--- src/rtl/macguffin_pkg.sv ---
// rtl/macguffin_pkg.sv - shared width, word type and bit-permutation table for the MacGuffin P-box
package macguffin_pkg;

    localparam int PBOX_W = 48;

    typedef logic [PBOX_W-1:0] pbox_word_t;

    // Source bit of data for each output bit; element i feeds out[i].
    // Six-entry rows, starting at out[0], are the S-box input groups from the LSB end.
    localparam logic [5:0] PBOX_SRC [PBOX_W] = '{
        6'd6,  6'd12, 6'd27, 6'd31, 6'd34, 6'd36,
        6'd8,  6'd13, 6'd20, 6'd26, 6'd32, 6'd38,
        6'd10, 6'd14, 6'd16, 6'd19, 6'd39, 6'd40,
        6'd3,  6'd9,  6'd17, 6'd28, 6'd37, 6'd47,
        6'd5,  6'd11, 6'd29, 6'd30, 6'd33, 6'd35,
        6'd0,  6'd15, 6'd18, 6'd23, 6'd41, 6'd44,
        6'd1,  6'd7,  6'd21, 6'd24, 6'd43, 6'd46,
        6'd2,  6'd4,  6'd22, 6'd25, 6'd42, 6'd45
    };

endpackage

--- src/rtl/macguffin_p_box_comb.sv ---
// rtl/macguffin_p_box_comb.sv - pure wiring map data -> P(data) built from PBOX_SRC
module macguffin_p_box_comb
    import macguffin_pkg::*;
(
    input  logic [PBOX_W-1:0] data,
    output logic [PBOX_W-1:0] perm
);

    for (genvar i = 0; i < PBOX_W; i++) begin : g_bit
        assign perm[i] = data[PBOX_SRC[i]];
    end

endmodule

--- src/rtl/macguffin_p_box.sv ---
// rtl/macguffin_p_box.sv - 48-bit P-box with combinational output and a valid-qualified registered copy
module macguffin_p_box
    import macguffin_pkg::*;
(
    input  logic              clk,
    input  logic              rst,
    input  logic [PBOX_W-1:0] data,
    input  logic              in_valid,
    output logic [PBOX_W-1:0] permutation,
    output logic [PBOX_W-1:0] perm_q,
    output logic              out_valid
);

    pbox_word_t perm_comb;
    pbox_word_t perm_d;
    logic       out_valid_d;
    logic       out_valid_q;

    macguffin_p_box_comb u_comb (
        .data (data),
        .perm (perm_comb)
    );

    assign permutation = perm_comb;
    assign out_valid   = out_valid_q;

    // The register holds its last result across gaps; only the flag drops.
    always_comb begin
        perm_d      = perm_q;
        out_valid_d = 1'b0;
        if (in_valid) begin
            perm_d      = perm_comb;
            out_valid_d = 1'b1;
        end
    end

    always_ff @(posedge clk) begin
        if (rst) begin
            perm_q      <= '0;
            out_valid_q <= 1'b0;
        end else begin
            perm_q      <= perm_d;
            out_valid_q <= out_valid_d;
        end
    end

endmodule

--- config.mk ---
export PLATFORM = sky130hd
export DESIGN_NAME = macguffin_p_box
export DESIGN_NICKNAME = d
export VERILOG_FILES = /design/src/rtl/macguffin_pkg.sv /design/src/rtl/macguffin_p_box_comb.sv /design/src/rtl/macguffin_p_box.sv
export SDC_FILE = /design/constraint.sdc
export NUM_CORES = 1
export LEC_CHECK = 0
export ABC_CLOCK_PERIOD_IN_PS = 1030
export CAP_MARGIN = 5
export CORE_UTILIZATION = 35
export DETAILED_ROUTE_END_ITERATION = 10
export HOLD_SLACK_MARGIN = 0.02
export PLACE_DENSITY = 0.8
export SETUP_SLACK_MARGIN = 0.5
export SLEW_MARGIN = 10
export SYNTH_ARGS = -nofsm -noshare
export SYNTH_HDL_FRONTEND = slang
export SYNTH_SLANG_ARGS = --single-unit
export TNS_END_PERCENT = 100
--- constraint.sdc ---
create_clock -name clk -period 1.03 [get_ports clk]
set_input_delay 0.206 -clock clk [delete_from_list [all_inputs] [get_ports clk]]
set_output_delay 0.206 -clock clk [all_outputs]
set_load 0.05 [all_outputs]
==> impl_metrics.ini <==
[status]
outcome = completed

[floorplanning]
initial_core_util_pct = 37.19
row_count = 27
fp.dieH_um = 79.43
io_pins = 148
dieArea_um2 = 6308
core_um2 = 5642
die_x_um = 79.43

[cells_and_area]
num_antenna_cells = 0
final_net_count = 392
utilization_pct = 90.55
area_delta_synth_final_pct = 143.5
final_common_cell = buf_12
design_area_um2 = 5109
layout-drive-gt1-share_pct = 73.10
layout_common_cells = 100 x buf_12, 49 x dfxtp_4, 47 x nor2_1, 44 x buf_8, 42 x mux2i_1
fill_cells = 176
layout.cells.non_filler = 414

[detailed_routing]
drc = 0
drt_wl_total_um = 8409
vias = 1932
drtIter0Drc = 56
wl_per_cell_um = 20.31
ant_nets = 0
viasPerCell = 4.667
drt-pass1-iter-count = 4

[synthesis]
ys_seq_area_share_pct = 46.75
ys_types = 10
synth_seq_cells = 49
yosysWarnings = 0
netlist_area_um2 = 2098
synth_largest_area_cell = dfxtp_1
synthTopCellsByArea = dfxtp_1 47%, mux2i_1 23%, buf_4 18%
synth.net_count = 256
synth_top_cell_area_share_pct = 46.75
syn_area_per_cell_um2 = 10.24
syn-instance-count = 205

[worst_hold_path]
holdPathStages = 3
min_to = perm_q[27]
hp-class = in -> reg
min_from = data[30]

[worst_setup_path]
max_stage_delay_ns = 0.39
r2r_setup_slack_ns = 0.13
critPathLaunch = perm_q[11]
crit_path_top_delay_cell = dfxtp_4
criticalPathCategory = reg -> out
regToRegEndpoint = perm_q[14]
reg2regPathDepth = 3
cp-end-kind = output pin
worstReg2RegStart = perm_q[14]
cp.depth = 1
worstPathArrival_ns = 0.82
worstPathCellList = buf_12
worstPathMaxFanout = 2
path_delay_family = flip-flops
start_kind = flip-flop
path_buf_inv = 1
required_ns = 0.82

[global_route]
grt_overflow_total = 0
grt_pass1_wl_um = 10660
antenna_found_initial = 0
grt_pass1_vias = 1975
grt_usage_pct = 22.35
grt_max_degree = 50

[cts]
cts_tree = done
cts_root_buf = clkbuf_8
clock_latency_ns = 0.29
cts_htree_levels = 2
ctsHoldBuffers = 0
cts.sinks = 49
numCtsBuffers = 5
cts_buffer_depth = 2
clkTransAtPathRegs_ns = 0.09

[pwr]
finalPower_mw = 5.651
p_leak_nw = 2.305
powerDensity_nw_per_um2 = 1106
peakVddDrop_v = 0.001124

[timing]
hold-worst-slack_ns = 0.1529
hold_viol_final = 0
setup_viol = 0
period_share_pct = 99.30
maxSlewViolCount = 0
final.min_clock_period_ns = 1.023
max_freq_mhz = 977.8
fin_skew_ns = 0
tightestPinTransition_ns = 0.2554
finalSetupTns_ns = 0
max_slew_margin_pct = 82.48
fin_ws_ns = 0.007247
grt_setup_unrepaired = true

[placed_design]
place.port_buffers = 147
dp.cells = 369
gp_congestion = 0.6651
post-dp-hpwl_um = 4521
post-place-ws_ns = -0.1073
placed_cell_area_um2 = 4422

[flow_run]
max-cap-violations = 0
==> how the worst max path moves through the flow <==
| stage | endpoint | slack [ns] |
|---|---|---|
| after CTS | perm_q[35] | 0.02 |
| after global placement | permutation[5] | -0.09 |
| final | perm_q[11] | 0.007 |
| after detailed placement | permutation[4] | -0.11 |
| after global routing | perm_q[11] | -0.01 |
| after floorplan | perm_q[36] | 0.15 |
==> cell families (layout without fill, tap and decap cells) <==
logic type             after synthesis  in the layout  synth area share [%]
buffers and inverters               59            196                 21.47
multiplexers                        48             48                 22.90
AND/OR/NAND/NOR                     49             49                 8.885
flip-flops                          49             49                 46.75
==> flip-flops by register name, indices dropped and copies added, names as in the netlist <==
register and flops:
perm_q 48, out_valid 1
==> layout make-up <==
| cell class | instances | area, um2 | share of cell area [%] |
|---|---|---|---|
| repair buffers | 188 | 3072 | 60.13 |
| flip-flops and latches | 49 | 1165 | 22.80 |
| multi-input cells | 97 | 700.7 | 13.72 |
| well taps | 72 | 90.09 | 1.763 |
| clock buffers | 5 | 68.82 | 1.347 |
| clock inverters | 3 | 12.51 | 0.2449 |
==> where the power goes <==
| group | internal (mW) | leakage [nW] | total [mW] | switching [mW] |
|---|---|---|---|---|
| sequential | 1.96 | 0.437 | 2.09 | 0.131 |
| combinational | 1.30 | 1.83 | 2.49 | 1.19 |
| clock | 0.459 | 0.0430 | 1.07 | 0.611 |
| total | 3.72 | 2.30 | 5.65 | 1.93 |
==> metal layers <==
layer	GRT usage (%)	part of all wire (%)	up-vias
met2	42.74	57	103
met3	6.743	6.8	14
li1	-	-	886
met1	22.90	34	929
met4	6.909	2.4	0
met5	0	0	-
==> timing repair <==
item,in CTS,in global routing
pin swaps,3,8
setup buffers,22,13
gates resized for setup,310,35
setup endpoints to repair,145,145
cloned,2,0
==> synthesized netlist by cell type <==
cell type	instances
nor2b_1	1
buf_6	1
buf_2	2
dfxtp_1	49
mux2i_1	48
buf_12	1
clkbuf_1	3
buf_4	51
nor2_1	48
buf_8	1
(Power assumes the default switching activity.)
